==> config.mk <==
export PLATFORM = sky130hd
export DESIGN_NAME = rgb_pwm_fader
export DESIGN_NICKNAME = d
export VERILOG_FILES = /design/src/rtl/led_pkg.sv /design/src/rtl/pwm_channel.sv /design/src/rtl/rgb_pwm_fader.sv
export SDC_FILE = /design/constraint.sdc
export NUM_CORES = 1
export LEC_CHECK = 0
export ABC_AREA = 1
export BUFFER_PORTS_ARGS = -buffer_cell sky130_fd_sc_hd__buf_2
export CAP_MARGIN = 25
export CORE_MARGIN = 2
export CORE_UTILIZATION = 60
export CTS_CLUSTER_SIZE = 25
export DETAILED_ROUTE_END_ITERATION = 7
export PLACE_DENSITY = 0.78
export SYNTH_ARGS = -nofsm -noshare
export SYNTH_HDL_FRONTEND = slang
export SYNTH_SLANG_ARGS = --single-unit
==> constraint.sdc <==
create_clock -name i_clk -period 7.05 [get_ports i_clk]
set_clock_uncertainty 0.1 [all_clocks]
set_input_delay 1.0575 -clock i_clk [delete_from_list [all_inputs] [get_ports i_clk]]
set_output_delay 1.0575 -clock i_clk [all_outputs]
set_load 0.02 [all_outputs]
==> src/rtl/led_pkg.sv <==
// Shared types and default sizing for the RGB LED fader.
package led_pkg;

  typedef enum logic {
    IDLE,
    FADING
  } state_t;

  localparam int LED_PWM_BITS = 8;
  localparam int LED_FADE_DIV = 24000;

endpackage

==> src/rtl/pwm_channel.sv <==
// One PWM channel: period-aligned shadow duty and registered compare.
// RGB_PWM_FADER_ACTIVE_LOW_EN inverts the pad drive for sinking LEDs.
module pwm_channel
  import led_pkg::*;
#(
  parameter int P_BITS = LED_PWM_BITS
) (
  input  logic              i_clk,
  input  logic              i_rst,
  input  logic [P_BITS-1:0] i_cnt,
  input  logic              i_wrap,
  input  logic [P_BITS-1:0] i_level,
  output logic              o_led
);

`ifdef RGB_PWM_FADER_ACTIVE_LOW_EN
  localparam logic INV = 1'b1;
`else
  localparam logic INV = 1'b0;
`endif

  logic [P_BITS-1:0] duty_q;
  logic              led_q;

  // Duty only changes on the wrap edge, so a period is never cut short.
  always_ff @(posedge i_clk) begin
    if (i_rst) begin
      duty_q <= '0;
      led_q  <= INV;
    end else begin
      if (i_wrap) duty_q <= i_level;
      led_q <= (i_cnt < duty_q) ^ INV;
    end
  end

  assign o_led = led_q;

endmodule

==> src/rtl/rgb_pwm_fader.sv <==
// RGB target handshake, linear per-channel fade and three PWM outputs.
module rgb_pwm_fader
  import led_pkg::*;
#(
  parameter int P_PWM_BITS = LED_PWM_BITS,
  parameter int P_FADE_DIV = LED_FADE_DIV
) (
  input  logic                  i_clk,
  input  logic                  i_rst,
  input  logic                  i_valid,
  output logic                  o_ready,
  input  logic [P_PWM_BITS-1:0] i_r,
  input  logic [P_PWM_BITS-1:0] i_g,
  input  logic [P_PWM_BITS-1:0] i_b,
  output logic                  o_busy,
  output logic                  o_led_r,
  output logic                  o_led_g,
  output logic                  o_led_b
);

  localparam int PW = (P_FADE_DIV > 1) ? $clog2(P_FADE_DIV) : 1;
  localparam logic [PW-1:0] PS_LAST = PW'(P_FADE_DIV - 1);

  typedef logic [2:0][P_PWM_BITS-1:0] rgb_t;

  state_t          state_q;
  logic            ready_q;
  logic            busy_q;
  logic [PW-1:0]   ps_q;
  rgb_t            lvl_q;
  rgb_t            lvl_d;
  rgb_t            tgt_q;
  logic [P_PWM_BITS-1:0] cnt_q;
  logic            wrap;
  logic            tick;
  logic            done;
  logic            xfer;
  logic [2:0]      led;

  assign wrap = &cnt_q;
  assign tick = (state_q == FADING) && (ps_q == PS_LAST);
  assign done = (lvl_q == tgt_q);
  assign xfer = i_valid && ready_q;

  always_comb begin
    lvl_d = lvl_q;
    for (int c = 0; c < 3; c++) begin
      if (tick) begin
        if (lvl_q[c] < tgt_q[c])
          lvl_d[c] = lvl_q[c] + 1'b1;
        else if (lvl_q[c] > tgt_q[c])
          lvl_d[c] = lvl_q[c] - 1'b1;
      end
    end
  end

  always_ff @(posedge i_clk) begin
    if (i_rst) cnt_q <= '0;
    else       cnt_q <= cnt_q + 1'b1;
  end

  always_ff @(posedge i_clk) begin
    if (i_rst) begin
      state_q <= IDLE;
      ready_q <= 1'b0;
      busy_q  <= 1'b0;
      ps_q    <= '0;
      lvl_q   <= '0;
      tgt_q   <= '0;
    end else begin
      unique case (state_q)
        IDLE: begin
          ps_q <= '0;
          if (xfer) begin
            state_q <= FADING;
            ready_q <= 1'b0;
            busy_q  <= 1'b1;
            tgt_q   <= {i_b, i_g, i_r};
          end else begin
            ready_q <= 1'b1;
          end
        end
        FADING: begin
          // Exit compares the registered levels, hence one extra cycle.
          if (done) begin
            state_q <= IDLE;
            ready_q <= 1'b1;
            busy_q  <= 1'b0;
            ps_q    <= '0;
          end else begin
            ps_q  <= tick ? '0 : ps_q + 1'b1;
            lvl_q <= lvl_d;
          end
        end
        default: begin
          state_q <= IDLE;
          ready_q <= 1'b0;
          busy_q  <= 1'b0;
        end
      endcase
    end
  end

  for (genvar c = 0; c < 3; c++) begin : g_ch
    pwm_channel #(
      .P_BITS(P_PWM_BITS)
    ) u_ch (
      .i_clk  (i_clk),
      .i_rst  (i_rst),
      .i_cnt  (cnt_q),
      .i_wrap (wrap),
      .i_level(lvl_q[c]),
      .o_led  (led[c])
    );
  end

  assign o_ready = ready_q;
  assign o_busy  = busy_q;
  assign o_led_r = led[0];
  assign o_led_g = led[1];
  assign o_led_b = led[2];

endmodule

==> impl_results.md, run 1 <==
- Outcome: finished, final reports clean
- Total CTS buffers: 9
- Leakage power: ~2.8 nW
- Largest family of logic cells by synthesized area: simple AND/OR/NAND/NOR gates
- WL/cell: 12.40 um
- Commonest non-fill, non-tap cell in the layout: nand2_1
- Via count: roughly 4,800
- Routed WL: 11,250 um
- Pwr/cell area: 194.0 nW/um^2
- Initial Utilization: 61.59%
- Adder-cell share of the synthesized area: 15.42%
- Hpwl dp: 8472 um
- FP Rows: 35
- Largest net degree at the start of global routing: 57
- Hold Buf Count CTS: 0
- # fillers: 807
- Crit path required time: 7210 ps
- Sequential share of the synthesized area: ~36%
- Post-route ant nets: 0
- CTS H-Tree Depth: 3
- Clock transition at path regs: around 100 ps
- Relative slew slack: 66.33%
- Min cycle time layout: 2862 ps
- DR WL met2: between 5000 and 6000 um
- Post-Synth Simple-Gate Area: between 20% and 30%
- TritonCTS clock tree: yes
- Clk pwr share: 31.8%
- Clock latency on the worst-skew pair: around 360 ps
- Net Sw Frac: between 20% and 30%
- Initial antenna violation count: 0
- First-pass GRT wire length: between 15,000 and 20,000 um
- Peak supply drop: ~0.10 mV
- Most frequent cells in the layout: 118 x nand2_1, 101 x inv_1, 101 x dfxtp_1, 91 x nor2_1, 91 x a21oi_1
- Mapped Avg Cell Area: 7.385 um^2
- Final net count: 886
- Final setup margin: 4188 ps
- DIE WIDTH: 101.2 um
- Port buffer count: 31
- Drt pass-1 iters: 4
- Hold Vio Cnt, Final: 0
- Switching pwr: 0.3477 mW
- DP Area: 5892 um^2
- Total negative slack: 0 ps
- Fmax: 349.4 MHz
- Vias in the first global route: 4,433
- Max_cap viols: 0
- CP max FO: 9
- Setup Buffers After CTS: 0
- Diode count: 0
- Library cells used by synthesis: 37
- Warnings from Yosys: 0
- Bufs on Longest Clock Path: 2
- Internal Pwr Total: 0.8334 mW
- Clock sinks: just over 100
- Synth Area in Compound Gates: 15.62%
- Post-cts sizing count: 0
- Final core occ: 66.22%
- Slew Limit Fails: 0
- Sequential share of power: between 50 and 60%
- Die Area: 10,230 um^2
- CP endpoint kind: register
- Setup WS pre-CTS: 4241 ps
- Setup-failing EPs final: 0
- I/O pin total: 32
- Register bit total from synthesis: roughly 100
- Hold Path Class: reg2reg
- Layout cells sized above 1: 10.18%
- Chip Height: 101.2 um
- Worst slew pin tran: 504.3 ps
- Post-Syn Nets: 862
- Root buf cell: clkbuf_8
- Routability Congestion: 0.8513
- RSZ-0062 raised after global routing: false
- Mux share of post-synthesis cell area: 0%
- Crit Path Class: reg2reg
- Mapped Cells: 767
- Final instance area: 6090 um^2
- Initial DRC Count: 164
- Vias per cell: approximately 5.3
- Uppermost routed layer: met4
- Core area: 9196 um^2
- GRT Total Usage: 23.48%
- Proportion of power drawn by combinational gates: 17.7%
- P&R area growth vs syn: 7.510%
- XOR/XNOR Fraction of Synth Area: 1.701%
- Overall power: 1.181 mW
- GRT overflow: 0
- DRC violations left: 0
- Reg2Reg Setup Slack: 4190 ps
- Metal3 WL: 380 um
- Critical path arrival: 3030 ps
- Fraction of the cycle the final worst path needs: 40.60%
- Crit path launch type: register
- Met1 Routed Length: 5433 um
- Multi-input logic area: ~3100 um^2
- Storage cell area: 2022 um^2
- Synthesized cell area: 5664 um^2
[power by group through the flow]
stage | sequential [mW] | combinational [mW] | clock, mW
2_1_floorplan | 0.611 | 0.160 | 0
3_3_place_gp | 0.609 | 0.201 | 0
3_5_place_dp | 0.609 | 0.208 | 0
4_1_cts | 0.596 | 0.210 | 0.380
5_1_grt | 0.598 | 0.240 | 0.403
6_report | 0.596 | 0.209 | 0.376
[cells in the mapped netlist]
library cell | number | area (um^2)
nand2_2 | 2 | 12.51
and2_1 | 3 | 18.77
fa_1 | 3 | 60.06
buf_2 | 6 | 30.03
nor2_2 | 2 | 12.51
nand2_4 | 3 | 33.78
nand3_1 | 30 | 150.1
nor2_4 | 2 | 22.52
nand3_2 | 1 | 10.01
or2_2 | 7 | 43.79
inv_2 | 8 | 30.03
o211ai_1 | 1 | 7.510
o21ai_0 | 44 | 220.2
buf_4 | 1 | 7.510
nand4_1 | 5 | 31.28
or2_0 | 1 | 6.260
a21oi_1 | 91 | 455.4
ha_1 | 65 | 813.3
xnor2_1 | 6 | 52.55
buf_6 | 1 | 11.26
nor3_1 | 8 | 40.04
inv_1 | 102 | 382.9
a21o_1 | 3 | 22.52
clkbuf_1 | 12 | 45.04
nor3_4 | 1 | 16.27
nor3b_1 | 4 | 30.03
dfxtp_1 | 101 | 2022
a21oi_2 | 1 | 8.760
nor2_8 | 1 | 20.02
nand2_1 | 118 | 442.9
nor2_1 | 91 | 341.6
xor2_1 | 5 | 43.79
nor3b_2 | 1 | 12.51
o21ai_1 | 34 | 170.2
nor4_2 | 1 | 12.51
nor4_1 | 1 | 6.260
nand3_4 | 1 | 17.52
[state kept, by name (all words and copies together) (netlist names)]
signal	cells
g_ch.u_ch.duty_q	24
lvl_q	24
tgt_q	24
ps_q	15
cnt_q	8
g_ch.u_ch.o_led	3
o_busy	1
o_ready	1
state_q	1
[area by class of cell]
cell class | count | area share (%)
multi-input combinational | 536 | 51.49
clock inverter | 7 | 1.212
inverter | 110 | 6.780
timing repair buffer | 33 | 3.000
clock buffer | 9 | 2.034
tap | 111 | 2.281
sequential | 101 | 33.20
[worst max-delay path, cell delays in order (launching register included)]
cell,delay (ps)
dfxtp_1,410
ha_1,270
a21oi_1,170
nor2_1,60
nor2_1,180
nand2_1,280
ha_1,400
or2_2,290
nand2_1,130
nor2_1,60
nor2_1,80
nand3_1,70
nand4_1,120
nand2_1,60
nand2_1,50
nor2_1,40
[path summary, 6_finish.rpt]
path	from	end	cells past startpoint
setup reg to reg	lvl_q[13]	lvl_q[15]	15
setup / recovery	lvl_q[13]	lvl_q[15]	15
hold / removal	ps_q[0]	ps_q[0]	1
hold reg to reg	ps_q[0]	ps_q[0]	1
[metal layers]
layer	vias up	GRT usage, %
met3	11	3.313
met4	0	6.445
met1	2151	31.55
met2	71	39.68
met5	-	0
li1	2552	-
[through the flow]
step / cells / hold slack (ps)
5_1_grt: 907 / 387.3
3_5_place_dp: 891 / 344.1
6_report: 907 / 364.9
2_1_floorplan: 767 / 317.5
4_1_cts: 907 / 360.3
3_3_place_gp: 890 / 327.0
[logic make-up after synthesis]
group	Yosys count
and+or+nand+nor	283
AOI/OAI and AO/OA	174
buffers and inverters	130
DFF	101
adders and majority gates	68
xor gates and xnor gates	11
No activity file was read; power rests on OpenSTA's default activity.
==> inputs of run 2 (changes only) <==
==> constraint.sdc (replaced) <==
create_clock -name i_clk -period 2.9 [get_ports i_clk]
set_clock_uncertainty 0.1 [all_clocks]
set_input_delay 0.435 -clock i_clk [delete_from_list [all_inputs] [get_ports i_clk]]
set_output_delay 0.435 -clock i_clk [all_outputs]
set_load 0.02 [all_outputs]
==> impl_results.md, run 2 (synthesis gave the netlist of run 1 again) <==
- # fillers: 796 (-1.4%)
- Sequential share of power: 50.2% (-0.3 points)
- Initial Utilization: 61.59% (unchanged)
- Clk pwr share: 31.1% (-0.7 points)
- Final core occ: 66.94% (+0.72 points)
- Hold Path Class: in2reg
- Net Sw Frac: 29.15% (-0.29 points)
- CP max FO: 9 (unchanged)
- Clock transition at path regs: 100 ps (about the same)
- Fraction of the cycle the final worst path needs: 93.50% (+53 points)
- Worst R2R Start: tgt_q[13]
- Bufs on Longest Clock Path: 2 (unchanged)
- GRT overflow: 0 (unchanged)
- Hold Vio Cnt, Final: 0 (unchanged)
- Root buf cell: clkbuf_8
- RSZ-0062 raised after global routing: false
- Overall power: 2.887 mW (+140%)
- Relative slew slack: 64.70% (-1.6 points)
- DRC violations left: 0 (unchanged)
- Multi-input logic area: 3146 um^2 (+0.32%)
- Crit path required time: 3070 ps (-4140 ps)
- Largest net degree at the start of global routing: 35 (-39%)
- Internal Pwr Total: 2.045 mW (+150%)
- Total negative slack: 0 ps (unchanged)
- Fmax: 368.8 MHz (+5.6%)
- CP bufs+invs: 1 (+1)
- Port buffer count: 31 (unchanged)
- Chip Height: 101.2 um (unchanged)
- GRT Total Usage: 23.96% (+0.48 points)
- Leakage power: 2.795 nW (+1.2%)
- Proportion of power drawn by combinational gates: 18.7% (+1.0 points)
- Crit path launch type: register
- Hpwl dp: 8837 um (+4.3%)
- Pwr/cell area: 468.9 nW/um^2 (+140%)
- Worst reg2reg path depth: 16 (+1)
- Most Frequent Cell on Critical Path: nor2_1
- Hold Startpoint: i_b[0]
- Diode count: 0 (unchanged)
- DP Area: 5917 um^2 (+0.42%)
- Worst slew pin tran: 528.7 ps (+24.39 ps)
- Kind of cell adding the most delay to the critical path: simple AND/OR/NAND/NOR gates
- Crit-path cells: inv_1 > ha_1 > a21oi_1 > nor2_1 > nor2_1 > nand2_2 > ha_1 > or2_2 > nand2_1 > nor2_1 > nor2_1 > nand3_1 > nand4_1 > nand2_1 > nand2_1 > nor2_1
- Via count: 4,802 (+0.36%)
- Total CTS buffers: 9 (unchanged)
- Largest regs: g_ch.u_ch.duty_q: 24 flops, lvl_q: 24 flops, tgt_q: 24 flops
- TritonCTS clock tree: yes
- Storage cell area: 2022 um^2 (unchanged)
- Critical path arrival: 2880 ps (-150 ps)
- Hold endpoint: tgt_q[16]
- Routability Congestion: 0.9397 (+10%)
- Die Area: 10,230 um^2 (unchanged)
- Hold path cells: 3 (+2)
- Initial DRC Count: 123 (-25%)
- Drt pass-1 iters: 5 (+1)
- Switching pwr: 0.8415 mW (+140%)
- I/O pin total: 32 (unchanged)
- Clock sinks: 101 (unchanged)
- Setup-failing EPs final: 0 (unchanged)
- Layout cells sized above 1: 11.68% (+1.5 points)
- Max_cap viols: 0 (unchanged)
- Initial antenna violation count: 0 (unchanged)
- Crit Path Class: reg2reg
- Final net count: 895 (+1.0%)
- Post-route ant nets: 0 (unchanged)
- Clock latency on the worst-skew pair: 360 ps (about the same)
- P&R area growth vs syn: 8.681%
- First-pass GRT wire length: 19,930 um (+1.8%)
- Reg2Reg Setup Slack: 190 ps (-4000 ps)
- Core area: 9196 um^2 (unchanged)
- CTS H-Tree Depth: 3 (unchanged)
- Max incr delay on CP: 350 ps (-60 ps)
- Min cycle time layout: 2712 ps (-150.7 ps)
- RR Endpoint: lvl_q[15]
- DIE WIDTH: 101.2 um (unchanged)
- Peak supply drop: 0.2932 mV (+190%)
- Final instance area: 6156 um^2 (+1.1%)
- Slew Limit Fails: 0 (unchanged)
- Outcome: finished, final reports clean
- FP Rows: 35 (unchanged)
- Commonest non-fill, non-tap cell in the layout: nand2_1
- Vias per cell: 5.242 (-0.63%)
- Slowest cell on the critical path: ha_1
- Routed WL: 11,470 um (+2.0%)
- Most frequent cells in the layout: 115 x nand2_1, 101 x inv_1, 101 x dfxtp_1, 91 x a21oi_1, 90 x nor2_1
- CP endpoint kind: register
- Vias in the first global route: 4,566 (+3.0%)
- WL/cell: 12.52 um (+0.98%)
run 2: final cells by class:
type	count	area share [%]
tap	111	2.256
multi-input combinational	536	51.10
inverter	110	6.707
clock inverter	7	1.220
timing repair buffer	42	3.862
sequential	101	32.85
clock buffer	9	2.012
run 2: routing by layer:
metal | routed length, um | global-route usage [%]
met5 | 0 | 0
met4 | 184 | 6.757
met3 | 344 | 4.693
met2 | 5530 | 41.26
met1 | 5411 | 30.65
run 2: power groups by stage:
| stage | Clock [mW] | Sequential (mW) | Combinational (mW) |
|---|---|---|---|
| 6_report | 0.899 | 1.45 | 0.540 |
| 5_1_grt | 0.976 | 1.45 | 0.615 |
| 4_1_cts | 0.918 | 1.45 | 0.511 |
| 3_5_place_dp | 0 | 1.48 | 0.509 |
| 3_3_place_gp | 0 | 1.48 | 0.490 |
| 2_1_floorplan | 0 | 1.48 | 0.388 |
run 2: stage by stage:
| step | worst slack [ps] | hold WS, ps | instances |
|---|---|---|---|
| floorplan | 429.1 | 317.5 | 767 |
| global placement | 239.8 | 329.7 | 896 |
| detailed placement | 123.0 | 339.6 | 896 |
| CTS | 99.15 | 198.1 | 912 |
| global route | 9.012 | 239.4 | 916 |
| finish | 188.4 | 214.4 | 916 |
run 2: how the worst max path moves through the flow:
stage	from	endpoint	slack (ps)	depth (start not counted)
final	tgt_q[13]	lvl_q[15]	190	16
after global routing	tgt_q[21]	lvl_q[23]	9	16
after CTS	lvl_q[13]	lvl_q[15]	100	15
after detailed placement	lvl_q[13]	lvl_q[15]	120	15
after global placement	lvl_q[13]	lvl_q[15]	240	15
after floorplan	tgt_q[23]	lvl_q[23]	430	15
run 2: worst reg2reg max path, cell delays in order, from the launching register on:
cell     delay, ps
dfxtp_1        330
inv_1           50
ha_1           310
a21oi_1        160
nor2_1          60
nor2_1         170
nand2_2        180
ha_1           350
or2_2          290
nand2_1        120
nor2_1          50
nor2_1          90
nand3_1         90
nand4_1        110
nand2_1         60
nand2_1         50
nor2_1          40
run 2: repair_timing:
item / in CTS / in global routing
setup buffers: 0 / 4
hold endpoints to repair: 0 / 0
hold buffers: 0 / 0
gates resized for setup: 0 / 4
setup endpoints to repair: 0 / 9
==> inputs of run 3 (changes only) <==
--- a/config.mk
+++ b/config.mk
@@ -12,6 +12,7 @@
 export CORE_UTILIZATION = 60
 export CTS_CLUSTER_SIZE = 25
 export DETAILED_ROUTE_END_ITERATION = 7
+export MAX_ROUTING_LAYER = met4
 export PLACE_DENSITY = 0.78
 export SYNTH_ARGS = -nofsm -noshare
 export SYNTH_HDL_FRONTEND = slang
==> constraint.sdc (replaced) <==
create_clock -name i_clk -period 3.2 [get_ports i_clk]
set_clock_uncertainty 0.1 [all_clocks]
set_input_delay 0.48 -clock i_clk [delete_from_list [all_inputs] [get_ports i_clk]]
set_output_delay 0.48 -clock i_clk [all_outputs]
set_load 0.02 [all_outputs]
==> impl_results.md, run 3 (synthesis gave the netlist of run 1 again) <==
- Layout cells sized above 1: 9.925% (-1.8 points)
- Diode count: 0 (unchanged)
- Bufs on Longest Clock Path: 2 (unchanged)
- RR Endpoint: lvl_q[5]
- WHS: 263.3 ps (+48.99 ps)
- Commonest non-fill, non-tap cell in the layout: nand2_1
- Critical path arrival: 3010 ps (+130 ps)
- Initial antenna violation count: 0 (unchanged)
- Total negative slack: 0 ps (unchanged)
- GRT overflow: 0 (unchanged)
- Vias in the first global route: 4,498 (-1.5%)
- Die Area: 10,230 um^2 (unchanged)
- Cell count after placement: 892 (-0.45%)
- Worst R2R Start: tgt_q[5]
- Critical Path Source: tgt_q[5]
- Fraction of the cycle the final worst path needs: 87.87% (-5.6 points)
- CP endpoint kind: register
- Routed WL: 11,630 um (+1.4%)
- Via count: 4,794 (-0.17%)
- Most frequent cells in the layout: 118 x nand2_1, 101 x inv_1, 101 x dfxtp_1, 91 x nor2_1, 91 x a21oi_1
- Clock latency on the worst-skew pair: 370 ps (about the same)
- Worst slew pin tran: 629.9 ps (+101.1 ps)
- GRT Total Usage: 25.21% (+1.3 points)
- CP max FO: 9 (unchanged)
- Root buf cell: clkbuf_8
- Relative slew slack: 58.01% (-6.7 points)
- Max incr delay on CP: 410 ps (+60 ps)
- I/O pin total: 32 (unchanged)
- Peak supply drop: 0.2724 mV (-7.1%)
- Crit Path Class: reg2reg
- Total CTS buffers: 9 (unchanged)
- P&R area growth vs syn: 7.113%
- Setup WS pre-CTS: 434.3 ps (+311.3 ps)
- Port buffer count: 31 (unchanged)
- Max_cap viols: 0 (unchanged)
- Routability Congestion: 0.8759 (-6.8%)
- WL/cell: 12.82 um (+2.4%)
- TritonCTS clock tree: yes
- Vias per cell: 5.286 (+0.82%)
- Most Frequent Cell on Critical Path: nor2_1
- Largest regs: g_ch.u_ch.duty_q: 24 flops, lvl_q: 24 flops, tgt_q: 24 flops
- Post-route ant nets: 0 (unchanged)
- Setup Buffers After CTS: 0 (unchanged)
- CP endpoint: lvl_q[5]
- Outcome: finished, final reports clean
- Final setup margin: 388.1 ps (+199.7 ps)
- FP Rows: 35 (unchanged)
- First-pass GRT wire length: 20,220 um (+1.4%)
- Slowest cell on the critical path: ha_1
- Hpwl dp: 8623 um (-2.4%)
- Final net count: 887 (-0.89%)
- DRC violations left: 0 (unchanged)
- Crit-path cells: inv_1 > ha_1 > a21oi_1 > nor2_1 > nor2_1 > nand2_1 > ha_1 > or2_2 > nand2_1 > nor2_1 > nor2_1 > xnor2_1 > o21ai_1 > a21oi_1
- Chip Height: 101.2 um (unchanged)
- Post-cts sizing count: 0 (unchanged)
- Crit path launch type: register
- CTS H-Tree Depth: 3 (unchanged)
- Fmax: 355.6 MHz (-3.6%)
- Drt pass-1 iters: 4 (-1)
- Clock transition at path regs: 100 ps (about the same)
- Initial Utilization: 61.59% (unchanged)
- Non-filler cells in the finished layout: 907 (-0.98%)
- Leakage power: 2.756 nW (-1.4%)
- Hold Buf Count CTS: 0 (unchanged)
- Clock sinks: 101 (unchanged)
- DIE WIDTH: 101.2 um (unchanged)
- Crit path required time: 3400 ps (+330 ps)
- Largest net degree at the start of global routing: 69 (+97%)
- Hold Vio Cnt, Final: 0 (unchanged)
- Reg2Reg Setup Slack: 390 ps (+200 ps)
- Pwr/cell area: 423.1 nW/um^2 (-9.8%)
- Core area: 9196 um^2 (unchanged)
- Min cycle time layout: 2812 ps (+100.3 ps)
- Setup-failing EPs final: 0 (unchanged)
- Overall power: 2.567 mW (-11%)
- Initial DRC Count: 172 (+40%)
- Worst reg2reg path depth: 14 (-2)
- Hold Path Class: in2reg
- RSZ-0062 raised after global routing: false
- Slew Limit Fails: 0 (unchanged)
## run 3: per-stage QoR
step / utilization, % / area (um^2)
floorplan: - / 5664
global placement: 64.01 / 5887
detailed placement: 64.01 / 5887
CTS: 65.97 / 6067
global route: 65.97 / 6067
finish: 65.97 / 6067
## run 3: layer usage
layer	wire length [um]	track usage [%]
met1	5624	32.90
met2	5472	40.04
met3	336	4.969
met4	197	6.965
met5	0	-
## run 3: final cells by class
type	instances	area, um^2
Timing Repair Buffer	34	177.7
Inverter	110	412.9
Fill cell	824	3129
Tap cell	111	138.9
Multi-Input combinational cell	536	3136
Clock buffer	11	131.4
Clock inverter	4	48.80
Sequential cell	101	2022
## run 3: report_power, final
| part | internal [mW] | switching, mW |
|---|---|---|
| logic | 0.174 | 0.290 |
| clock network | 0.359 | 0.431 |
| registers | 1.29 | 0.0191 |
| total | 1.83 | 0.739 |
## run 3: how the worst min path moves through the flow
| stage | startpoint | end | slack [ps] | cells after the start |
|---|---|---|---|---|
| final | i_g[0] | tgt_q[8] | 260 | 3 |
| after global routing | i_g[0] | tgt_q[8] | 280 | 3 |
| after CTS | i_g[0] | tgt_q[8] | 250 | 3 |
| after floorplan | ps_q[0] | ps_q[0] | 320 | 1 |
| after global placement | ps_q[0] | ps_q[0] | 330 | 1 |
| after detailed placement | ps_q[0] | ps_q[0] | 350 | 1 |
## run 3: critical path: cells and delay by family, from the launching register on
kind	cells	cell delay (ps)
adders and majority gates	2	710
buffers and inverters	1	60
and+or+nand+nor	7	1030
xor gates and xnor gates	1	130
DFF	1	320
AOI/OAI and AO/OA	3	400
